File: src/rtl/mac_tx_pkg.sv
// Shared definitions for the MAC transmit byte generator: state encodings,
// header geometry and the default station addresses.
package mac_tx_pkg;

    typedef enum logic [7:0] {
        IDLE = 8'h00,
        WAIT = 8'h01,
        DONE = 8'h03,
        HEAD = 8'h10,
        DATA = 8'h20,
        PAD  = 8'h30
    } mac_state_t;

    localparam int HDR_LEN     = 14;
    localparam int MIN_PAYLOAD = 46;

    localparam logic [47:0] DEF_DST_MAC  = 48'hFF_FF_FF_FF_FF_FF;
    localparam logic [47:0] DEF_SRC_MAC  = 48'h00_0A_35_01_02_03;
    localparam logic [15:0] DEF_ETH_TYPE = 16'h0800;

endpackage

File: src/rtl/mac_hdr_mux.sv
// Combinational select of one Ethernet header byte (destination MAC, source MAC,
// EtherType, most significant byte first) indexed by the header counter.
module mac_hdr_mux
    import mac_tx_pkg::*;
#(
    parameter logic [47:0] DST_MAC  = DEF_DST_MAC,
    parameter logic [47:0] SRC_MAC  = DEF_SRC_MAC,
    parameter logic [15:0] ETH_TYPE = DEF_ETH_TYPE
) (
    input  logic [3:0] hcnt,
    output logic [7:0] hdr_byte
);

    always_comb begin
        hdr_byte = 8'h00;
        case (hcnt)
            4'd0:    hdr_byte = DST_MAC[47:40];
            4'd1:    hdr_byte = DST_MAC[39:32];
            4'd2:    hdr_byte = DST_MAC[31:24];
            4'd3:    hdr_byte = DST_MAC[23:16];
            4'd4:    hdr_byte = DST_MAC[15:8];
            4'd5:    hdr_byte = DST_MAC[7:0];
            4'd6:    hdr_byte = SRC_MAC[47:40];
            4'd7:    hdr_byte = SRC_MAC[39:32];
            4'd8:    hdr_byte = SRC_MAC[31:24];
            4'd9:    hdr_byte = SRC_MAC[23:16];
            4'd10:   hdr_byte = SRC_MAC[15:8];
            4'd11:   hdr_byte = SRC_MAC[7:0];
            4'd12:   hdr_byte = ETH_TYPE[15:8];
            4'd13:   hdr_byte = ETH_TYPE[7:0];
            default: hdr_byte = 8'h00;
        endcase
    end

endmodule

File: src/rtl/mac_tx.sv
// Ethernet MAC header + payload byte generator feeding the frame transmitter.
// Define MAC_TX_PAD_EN to zero-pad payloads shorter than the 46-byte minimum.
module mac_tx
    import mac_tx_pkg::*;
#(
    parameter logic [47:0] DST_MAC  = DEF_DST_MAC,
    parameter logic [47:0] SRC_MAC  = DEF_SRC_MAC,
    parameter logic [15:0] ETH_TYPE = DEF_ETH_TYPE,
    parameter int          ADDR_W   = 11,
    parameter int          MAX_LEN  = 1500
) (
    input  logic              clk,
    input  logic              rst,
    input  logic              fs_mac,
    output logic              fd_mac,
    output logic [7:0]        mac_txd,
    input  logic [15:0]       len,
    output logic [ADDR_W-1:0] ram_addr,
    output logic              ram_rd_en,
    input  logic [7:0]        ram_data
);

    mac_state_t  state;
    logic [3:0]  hcnt;
    logic [10:0] dcnt;
    logic [10:0] len_q;
    logic [10:0] len_clamped;
    logic [10:0] last_idx;
    logic        issue_last;
    logic [7:0]  hdr_byte;

    mac_hdr_mux #(
        .DST_MAC  (DST_MAC),
        .SRC_MAC  (SRC_MAC),
        .ETH_TYPE (ETH_TYPE)
    ) u_hdr_mux (
        .hcnt     (hcnt),
        .hdr_byte (hdr_byte)
    );

    // RAM reads run one cycle ahead of mac_txd, so the address stream stops
    // as soon as the last payload address has been presented.
    always_comb begin
        len_clamped = (len > 16'(MAX_LEN)) ? 11'(MAX_LEN) : len[10:0];
        last_idx    = len_q - 11'd1;
        issue_last  = (ram_addr == ADDR_W'(last_idx));
    end

`ifdef MAC_TX_PAD_EN
    logic need_pad;
    assign need_pad = (len_q < 11'(MIN_PAYLOAD));
`endif

    always_ff @(posedge clk) begin
        if (rst) begin
            state     <= IDLE;
            hcnt      <= 4'd0;
            dcnt      <= 11'd0;
            len_q     <= 11'd0;
            mac_txd   <= 8'h00;
            ram_addr  <= '0;
            ram_rd_en <= 1'b0;
            fd_mac    <= 1'b0;
        end else begin
            fd_mac <= 1'b0;
            case (state)
                IDLE: begin
                    mac_txd   <= 8'h00;
                    ram_rd_en <= 1'b0;
                    state     <= WAIT;
                end

                WAIT: begin
                    mac_txd   <= 8'h00;
                    ram_rd_en <= 1'b0;
                    if (fs_mac) begin
                        len_q    <= len_clamped;
                        ram_addr <= '0;
                        hcnt     <= 4'd0;
                        dcnt     <= 11'd0;
                        state    <= HEAD;
                    end
                end

                HEAD: begin
                    if (!fs_mac) begin
                        mac_txd   <= 8'h00;
                        ram_rd_en <= 1'b0;
                        state     <= WAIT;
                    end else begin
                        mac_txd <= hdr_byte;
                        if (hcnt == 4'd12) begin
                            ram_rd_en <= (len_q != 11'd0);
                        end
                        if (hcnt == 4'd13) begin
                            dcnt <= 11'd0;
                            if (ram_rd_en) begin
                                if (issue_last) ram_rd_en <= 1'b0;
                                else            ram_addr  <= ram_addr + ADDR_W'(1);
                            end
                            if (len_q != 11'd0) begin
                                state <= DATA;
                            end else begin
`ifdef MAC_TX_PAD_EN
                                state <= PAD;
`else
                                state <= DONE;
`endif
                            end
                        end else begin
                            hcnt <= hcnt + 4'd1;
                        end
                    end
                end

                DATA: begin
                    if (!fs_mac) begin
                        mac_txd   <= 8'h00;
                        ram_rd_en <= 1'b0;
                        state     <= WAIT;
                    end else begin
                        mac_txd <= ram_data;
                        dcnt    <= dcnt + 11'd1;
                        if (ram_rd_en) begin
                            if (issue_last) ram_rd_en <= 1'b0;
                            else            ram_addr  <= ram_addr + ADDR_W'(1);
                        end
                        if (dcnt == last_idx) begin
`ifdef MAC_TX_PAD_EN
                            state <= need_pad ? PAD : DONE;
`else
                            state <= DONE;
`endif
                        end
                    end
                end

`ifdef MAC_TX_PAD_EN
                // dcnt keeps counting from the payload length up to the minimum.
                PAD: begin
                    mac_txd   <= 8'h00;
                    ram_rd_en <= 1'b0;
                    if (!fs_mac) begin
                        state <= WAIT;
                    end else begin
                        dcnt <= dcnt + 11'd1;
                        if (dcnt == 11'(MIN_PAYLOAD - 1)) state <= DONE;
                    end
                end
`endif

                // fd_mac lags state entry by one cycle so it follows the last byte.
                DONE: begin
                    mac_txd   <= 8'h00;
                    ram_rd_en <= 1'b0;
                    fd_mac    <= fs_mac;
                    if (!fs_mac) state <= WAIT;
                end

                default: begin
                    mac_txd   <= 8'h00;
                    ram_rd_en <= 1'b0;
                    state     <= IDLE;
                end
            endcase
        end
    end

endmodule
File: config.mk
export PLATFORM = sky130hd
export DESIGN_NAME = mac_tx
export DESIGN_NICKNAME = d
export VERILOG_FILES = /design/src/rtl/mac_tx_pkg.sv /design/src/rtl/mac_hdr_mux.sv /design/src/rtl/mac_tx.sv
export SDC_FILE = /design/constraint.sdc
export NUM_CORES = 1
export LEC_CHECK = 0
export ABC_CLOCK_PERIOD_IN_PS = 4190
export BUFFER_PORTS_ARGS = -buffer_cell sky130_fd_sc_hd__buf_2
export CORE_MARGIN = 1
export CORE_UTILIZATION = 45
export DETAILED_ROUTE_END_ITERATION = 8
export PLACE_DENSITY = 0.69
export SYNTH_ARGS = -nofsm -noshare
export SYNTH_HDL_FRONTEND = slang
export SYNTH_SLANG_ARGS = --single-unit
File: constraint.sdc
create_clock -name clk -period 4.19 [get_ports clk]
set_input_delay 0.838 -clock clk [delete_from_list [all_inputs] [get_ports clk]]
set_output_delay 0.838 -clock clk [all_outputs]
set_load 0.02 [all_outputs]
======== Yosys cells after proc, flatten, opt, wreduce, memory -nomap -nowiden ========
Memory sizes are Yosys's and may differ from the RTL's. A register that Yosys moved wholly into a read port is not among the register bits.
Index checks and enable logic that the tools add are counted.
storage, ports and cells
  register bits ........................... 55
  ROM bits ................................ 128
  input bits .............................. 27
  output and inout bits ................... 21
  logic and storage cells ................. 78
  memories kept ........................... 1
memory list
  name             words  width  rd ports  clocked after memory_dff  wr ports  RTL line           RTL
  (no name shown)  16     8      1         1                         0         mac_hdr_mux.sv:16  case (hcnt)
cells by class
  add/subtract/negate cells ............... 4
  magnitude comparators ................... 1
  eq/ne operators ......................... 16
  mux-type cells .......................... 38
  bitwise operators ....................... 1
  reduce and logical (&&, ||, !) cells .... 9
operator list
  operator                                                                            number
  11-bit 2-to-1 mux                                                                   10
  11-bit one-hot mux with 3 select lines                                              2
  8-bit 2-to-1 mux                                                                    8
  8-bit one-hot mux with 5 select lines                                               1
  11-bit by 1-bit adder with 11-bit output (second input constant)                    2
  11-bit == test                                                                      2
  4-bit 2-to-1 mux                                                                    5
  16-bit by 11-bit greater-than comparator with 1-bit output (second input constant)  1
  8-bit one-hot mux with 2 select lines                                               1
  2-bit inequality test (second input constant)                                       6
  11-bit nonzero test                                                                 1
  11-bit by 1-bit subtractor with 11-bit output (second input constant)               1
  4-bit == test (second input constant)                                               2
  8-bit by 1-bit == test with 1-bit output (second input constant)                    1
  8-bit by 2-bit == test with 1-bit output (second input constant)                    1
  8-bit by 5-bit == test with 1-bit output (second input constant)                    1
  8-bit by 6-bit == test with 1-bit output (second input constant)                    1
  8-bit zero test                                                                     1
  1-bit 2-to-1 mux                                                                    8
  4-bit one-hot mux with 2 select lines                                               1
  4-bit AND reduction                                                                 2
  6-bit 2-to-1 mux                                                                    1
  3-bit inequality test (second input constant)                                       2
  5-bit AND reduction                                                                 1
  7 further kinds                                                                     7

======== Logic depth before layout (Yosys ltp) ========
Gate-level depths: netlist (run 1).
  word-level depth ........................ 7
  depth in mapped cells ................... 13
  gate-level depth less buffers ........... 9

======== By module ========
A second synthesis (run 1) with hierarchy kept.
unflattened totals
  cells, all modules ...................... 399
  area, all modules ....................... 3,264.4 sq um
modules (own cells, without submodules)
  module       times used  cells each  area each (sq um)  seq. area each (sq um)
  mac_tx       1           385         3,173.0            1,021.0
  mac_hdr_mux  1           14          91.3               0.0

======== Least setup slack after synthesis (run 1) ========
Ideal clock, no wire load.
  kind .................................... register to register
  from .................................... register len_q[0]
  to ...................................... register ram_addr[6]
  library setup time ...................... 67 ps
  data arrival time ....................... 2,936 ps
  required time ........................... 4,123 ps
  setup slack ............................. 1,186 ps
  stages on the path, launching flop included .. 14
  path buffers ............................ 4
  clock period less this slack ............ 3,004 ps
  cell sequence ........................... dfxtp_1 > clkbuf_1 > inv_1 > ha_1 > buf_6 > or4b_4 > buf_6 > o21a_1 > a2111oi_4 > o2111ai_2 > or3_1 > buf_6 > a211o_1 > a21oi_2
on the way
  word-level cells in the longest chain between the ends .. 7
  elaborated cells between the ends (all ways) .. 8
  classes of those cells .................. 1 x add/sub; 1 x eq/ne; 6 x mux
RTL lines
  what                                               RTL line       RTL
  start, declared                                    mac_tx.sv:26   logic [10:0] len_q;
  start signal, assigned                             mac_tx.sv:77   len_q <= len_clamped;
  11-bit by 1-bit subtractor with 11-bit output (*)  mac_tx.sv:45   last_idx = len_q - 11'd1;
  11-bit == test (*)                                 mac_tx.sv:46   issue_last = (ram_addr == ADDR_W'(last_idx));
  11-bit 2-to-1 mux (*) (2 in a row)                 -
  11-bit 2-to-1 mux (2 in a row)                     -
  11-bit one-hot mux with 3 select lines (*)         -
  end signal, assigned                               mac_tx.sv:99   else ram_addr <= ram_addr + ADDR_W'(1);
  end signal, assigned                               mac_tx.sv:126  else ram_addr <= ram_addr + ADDR_W'(1);
  end, declared                                      mac_tx.sv:18   output logic [ADDR_W-1:0] ram_addr,
Every way passes the cells marked *; elsewhere a longest branch is shown, timed or not. The select of a mux whose other input is x is not followed.
A chain may end at the register's enable or synchronous reset.

======== Worst setup path after layout (run 1) ========
Ends and elaborated chain as after synthesis.

==> results.json, run 1 <==
{
  "status": "complete, no violations",
  "drt-pass1-iter-count": 4,
  "ios": 48,
  "finalSetupViolCount": 0,
  "ys_top_cells_by_area": "dfxtp_1 34%, nor2_1 5.5%, xor2_1 4.5%",
  "start_kind": "flop",
  "cts_root_buffer": "clkbuf_8",
  "synth_cells": 415,
  "postCtsSetupRepairBufs": 0,
  "path_buf_inv": 1,
  "final_cell_mix": "56 x dfxtp_1, 49 x nor2_1, 47 x buf_2, 29 x nand2_1, 23 x a21oi_1",
  "path_class": "reg -> reg",
  "fin_crit_ns": 3.27,
  "cts.sinks": 56,
  "worst_ir_drop_vdd_mv": 0.177,
  "cts.path.max_buffers": 2,
  "worst_clock_skew_ns": 0.0138,
  "grt_pass1_vias": 2841,
  "initial_core_util": 0.479,
  "p_leak_nw": 1.45,
  "synth.distinct_cells": 55,
  "clkLatencyLatePin_ns": 0.31,
  "design_power_total_mw": 1.09,
  "synth_fp_nets": 449,
  "worst_ep_required_time_ns": 4.42,
  "cp-end-kind": "flop",
  "overflow": 0,
  "p_per_area_mw_per_mm2": 297,
  "yosysTopAreaCell": "dfxtp_1",
  "syn_to_final_growth_pct": 10.3,
  "cpMaxStageDelayCell": "or4b_4",
  "viasPerCell": 5.70,
  "gp_congestion": 0.864,
  "htreeDepth": 2,
  "grt_util_all_layers": 0.218,
  "final_common_cell": "dfxtp_1",
  "crit_family": "simple AND/OR/NAND/NOR gates",
  "drt_iter0_markers": 237,
  "synth_seq_cells": 56,
  "fin_crit_sh": 0.779,
  "syn_area_mm2": 0.00332,
  "seq_area_frac_synth": 0.337,
  "drcViolationCount": 0,
  "routed_wl_um": 8000,
  "yosysWarnings": 0,
  "finalHoldViolCount": 0,
  "tritoncts": "done",
  "core_mm2": 0.00694,
  "ys_async_sr_fraction": 0,
  "hold_path.class": "reg -> reg",
  "num_vias": 3089,
  "hold_buffers": 0,
  "rsz0062_at_grt": "no",
  "diodes": 0,
  "grt_max_degree": 30,
  "slew_viol_final": 0,
  "die-area_mm2": 0.00773,
  "fin_setup_tns_ns": 0,
  "slew-limit-headroom": 0.563,
  "worstPathArrival_ns": 3.50,
  "cts_resized": 0,
  "wire_per_inst_um": 14.8,
  "synth_ff_type": "dfxtp_1",
  "synth.avg_cell_area_um2": 8.01,
  "antenna_left": 0,
  "synth_edf_count": 0,
  "io_buffers": 47,
  "antenna_found_initial": 0,
  "die_h_um": 87.9,
  "whs_ns": 0.481,
  "synth_top_area_share": 0.337,
  "path_clk_slew_ns": 0.11,
  "grt_pass1_wl_um": 13500,
  "drv_cap": 0,
  "path_max_fanout": 11,
  "rows": 30,
  "slowest_delay_ns": 0.60,
  "cp_cell_sequence": "inv_1, ha_1, or4b_4, nor4_1, xnor3_1, nand3_1, or3_1, a211o_1, a21oi_2",
  "dp_hpwl_um": 5960,
  "fin_util": 0.528,
  "dieWidth_um": 87.9,
  "fin_nets": 479,
  "drive_above_1_share": 0.146,
  "cts-buffers-inserted": 5,
  "tightest_slew_ns": 0.655,
  "fmax_ghz": 0.306
}
[layer usage]
layer,vias to the layer above,GRT usage,part of all wire
met1,1473,0.310,0.49
met2,61,0.352,0.46
met5,-,0,0
li1,1549,-,-
met3,6,0.0302,0.038
met4,0,0.0447,0.0054
[Yosys cell counts (5+ instances only)]
| master | instances |
|---|---|
| and2_1 | 5 |
| a21oi_1 | 23 |
| nor4_1 | 6 |
| clkbuf_1 | 22 |
| xnor2_1 | 15 |
| nand2_1 | 29 |
| dfxtp_1 | 56 |
| nor2_1 | 49 |
| nand2b_1 | 6 |
| inv_1 | 14 |
| ha_1 | 7 |
| a22oi_1 | 6 |
| and3_1 | 14 |
| nor2b_1 | 5 |
| a211oi_1 | 5 |
| nand3_1 | 13 |
| xor2_1 | 17 |
| or3_1 | 15 |
| mux2i_1 | 5 |
| nor3_1 | 17 |
| nand4_1 | 11 |
| o21ai_0 | 20 |
[flip-flops by register name, summed over array words and instances, names as in the netlist]
name / cells
dcnt: 11
fd_mac: 1
hcnt: 4
len_q: 11
mac_txd: 8
ram_addr: 11
ram_rd_en: 1
state: 4
u_hdr_mux.hdr_byte: 5
[logic make-up (layout without fill, tap and decap cells)]
| group | Yosys count | after routing | share of synthesized area |
|---|---|---|---|
| compound gates | 90 | 90 | 0.186 |
| flops | 56 | 56 | 0.337 |
| buf+inv | 40 | 71 | 0.0523 |
| fa+ha+maj | 7 | 7 | 0.0264 |
| mux | 5 | 5 | 0.0151 |
| simple gates | 183 | 183 | 0.285 |
| xor+xnor | 34 | 34 | 0.0979 |
[worst register-to-register path: stages (launching register included)]
cell,delay [ns]
dfxtp_1,0.39
inv_1,0.10
ha_1,0.35
or4b_4,0.60
nor4_1,0.50
xnor3_1,0.25
nand3_1,0.07
or3_1,0.48
a211o_1,0.33
a21oi_2,0.12
[path summary, 6_finish.rpt]
check | from | endpoint | slack (ns) | cells after the start
max | len_q[0] | ram_addr[6] | 0.92 | 9
min | u_hdr_mux.hdr_byte[6] | mac_txd[7] | 0.48 | 2
max reg2reg | len_q[0] | ram_addr[6] | 0.92 | 9
min reg2reg | u_hdr_mux.hdr_byte[6] | mac_txd[7] | 0.48 | 2
[through the flow]
stage	cell area (um^2)	instances	setup slack [ns]
after CTS	3670	542	0.994
after detailed placement	3570	534	1.02
after global placement	3570	534	1.12
after floorplan	3320	415	1.19
after global routing	3670	542	0.739
final	3670	542	0.925
[power breakdown]
part,leakage (nW),switching [mW],internal (mW),total [mW]
combinational,0.952,0.123,0.0908,0.214
clock,0.0445,0.173,0.135,0.308
sequential,0.453,0.0263,0.542,0.569
[area by class of cell]
class / count / area [um^2]
fillers: 672 / 3280
clock buffers: 7 / 86.3
inverters: 14 / 52.6
well taps: 96 / 120
repair buffers: 49 / 250
multi-input cells: 319 / 2030
flip-flops and latches: 56 / 1120
clock inverters: 1 / 7.51
Power figures use the tool's default switching activity.
==> inputs of run 2 (changes only) <==
- ABC_AREA: unset -> 1
- ABC_CLOCK_PERIOD_IN_PS: 4190 -> 2800
- PLACE_DENSITY: 0.69 -> 0.71
- clock period: 4.19 -> 2.8 ns (I/O delays scaled with it)
==> results.json, run 2 <==
{
  "fin_nets": 620,
  "drt_iter0_markers": 350,
  "drive_above_1_share": 0.160,
  "wire_per_inst_um": 13.0,
  "yosysWarnings": 0,
  "overflow": 0,
  "finalSetupViolCount": 0,
  "yosysTopAreaCell": "dfxtp_1",
  "synth_seq_cells": 56,
  "synth_cells": 537,
  "crit_start": "len_q[0]",
  "synth_ff_type": "dfxtp_1",
  "drv_cap": 0,
  "worst_ep_required_time_ns": 3.01,
  "drcViolationCount": 0,
  "synth_fp_nets": 571,
  "slowest_delay_ns": 0.38,
  "tightest_slew_ns": 0.679,
  "synth_top_area_share": 0.321,
  "fin_crit_ns": 2.45,
  "worst_ir_drop_vdd_mv": 0.190,
  "syn_area_mm2": 0.00349,
  "synth_edf_count": 0,
  "path_class": "reg -> reg",
  "drt-pass1-iter-count": 5,
  "pwr-share-clk": 0.256,
  "cts_root_buffer": "clkbuf_8",
  "io_buffers": 47,
  "htreeDepth": 2,
  "dp_hpwl_um": 7060,
  "synth.distinct_cells": 40,
  "grt_max_degree": 21,
  "ys_async_sr_fraction": 0,
  "ys_top_cells_by_area": "dfxtp_1 32%, nand2_1 14%, nand3_1 8.0%",
  "worst_clock_skew_ns": 0.00859,
  "cp_cell_sequence": "inv_2, ha_1, nand2_2, nor2_2, nand3_1, nand2_1, nand2_1, nand2_1, nand2_1, nor3_2, nand3_2, nand3_2, nand2_1, nand2_1, nor2_1",
  "status": "complete, no violations",
  "initial_core_util": 0.474,
  "syn_to_final_growth_pct": 12.5,
  "gp_congestion": 0.974,
  "die-area_mm2": 0.00812,
  "seq_power_share": 0.447,
  "p_per_area_mw_per_mm2": 498,
  "slew_viol_final": 0,
  "multi_input_area_mm2": 0.00203,
  "tritoncts": "done",
  "finalHoldViolCount": 0,
  "cpMaxStageDelayCell": "dfxtp_1",
  "postCtsSetupRepairBufs": 0,
  "dieWidth_um": 90.1,
  "fin_setup_tns_ns": 0,
  "synthTopCellsByCount": "132 x nand2_1, 65 x inv_1, 58 x nor2_1",
  "rsz0062_at_grt": "no",
  "switching_share": 0.379,
  "cts_resized": 0,
  "post-place-cells": 678,
  "fin_util": 0.533,
  "slew-limit-headroom": 0.544,
  "p_leak_nw": 1.80,
  "grt_pass1_wl_um": 14800,
  "cp-end-kind": "flop",
  "final_common_cell": "nand2_1",
  "hold_path.class": "reg -> reg",
  "routed_wl_um": 8910,
  "stdcell_count": 686,
  "diodes": 0,
  "ios": 48,
  "fin_crit_sh": 0.875,
  "grt_util_all_layers": 0.225,
  "timing.critical_path.mode_cell": "nand2_1",
  "antenna_left": 0,
  "r2r-start": "len_q[0]",
  "cts-buffers-inserted": 5,
  "viasPerCell": 5.30,
  "path_max_fanout": 12,
  "nFillCells": 761,
  "seq_area_frac_synth": 0.321,
  "die_h_um": 90.1,
  "synth.avg_cell_area_um2": 6.51,
  "hold_buffers": 0,
  "fmax_ghz": 0.408,
  "grt_pass1_vias": 3193,
  "num_vias": 3635,
  "worstPathArrival_ns": 2.66,
  "final_cell_mix": "132 x nand2_1, 65 x inv_1, 58 x nor2_1, 56 x nand3_1, 56 x dfxtp_1",
  "seq_area_mm2": 0.00112,
  "design_power_total_mw": 1.96,
  "antenna_found_initial": 0,
  "core_mm2": 0.00737,
  "rows": 31,
  "clkLatencyLatePin_ns": 0.33,
  "reg_top3": "dcnt x11, len_q x11, ram_addr x11",
  "yosysMostFrequentCell": "nand2_1",
  "intPower_mw": 1.22,
  "cts.sinks": 56,
  "start_kind": "flop",
  "cts.path.max_buffers": 2,
  "p_comb_frac": 0.296,
  "holdCritStartpoint": "u_hdr_mux.hdr_byte[1]",
  "switching_power_mw": 0.741,
  "path_clk_slew_ns": 0.12
}
[run 2: changes by cell type in the layout (fill, tap and decap cells not counted), moves of 12 or more]
cell | previous run | this run
nand2_1 | 29 | 132
inv_1 | 14 | 65
and3_1 | 14 | 0
inv_2 | 0 | 12
or3_1 | 15 | 0
nand3_1 | 13 | 56
[run 2: final timing paths]
path,endpoint,slack (ns),cells past startpoint
worst min register to register,mac_txd[1],0.46,2
worst max-delay path,ram_addr[4],0.35,15
worst min-delay path,mac_txd[1],0.46,2
worst max register to register,ram_addr[4],0.35,15
[run 2: layout make-up]
cell class | instances | share of cell area
Inverter | 78 | 0.0745
Timing Repair Buffer | 51 | 0.0675
Sequential cell | 56 | 0.285
Tap cell | 99 | 0.0315
Clock inverter | 3 | 0.00732
Multi-Input combinational cell | 394 | 0.517
Clock buffer | 5 | 0.0175
[run 2: power by group through the flow]
stage	clock, mW	sequential, mW	combinational [mW]
floorplan	0	0.894	0.429
global placement	0	0.891	0.559
detailed placement	0	0.891	0.568
CTS	0.517	0.873	0.571
global route	0.540	0.879	0.652
finish	0.502	0.875	0.580
[run 2: critical path: cells and delay by family (launching register included)]
kind	cells	cell delay, ns
fa+ha+maj	1	0.30
buf+inv	1	0.14
flops	1	0.38
simple gates	13	1.52
[run 2: cells by family (layout without fill, tap and decap cells)]
family | after synthesis | after routing | share of synthesized area
buffers and inverters | 87 | 137 | 0.0978
flip-flops | 56 | 56 | 0.321
AND/OR/NAND/NOR | 312 | 312 | 0.420
AO/OA/AOI/OAI | 62 | 62 | 0.0960
adder cells (fa/ha/maj) | 7 | 7 | 0.0251
XOR/XNOR | 13 | 13 | 0.0405
[run 2: per-layer routing]
metal,GRT usage,share of wire,vias up
met3,0.0330,0.059,17
met2,0.370,0.45,146
met4,0.0726,0.022,0
li1,-,-,1861
met5,0,0,-
met1,0.302,0.47,1611
[run 2: metrics by stage]
stage	instance area [um^2]	hold WS (ns)	setup slack, ns
floorplan	3490	0.431	0.817
global placement	3830	0.438	0.489
detailed placement	3830	0.439	0.384
CTS	3930	0.457	0.350
global route	3930	0.463	0.0491
finish	3930	0.457	0.349
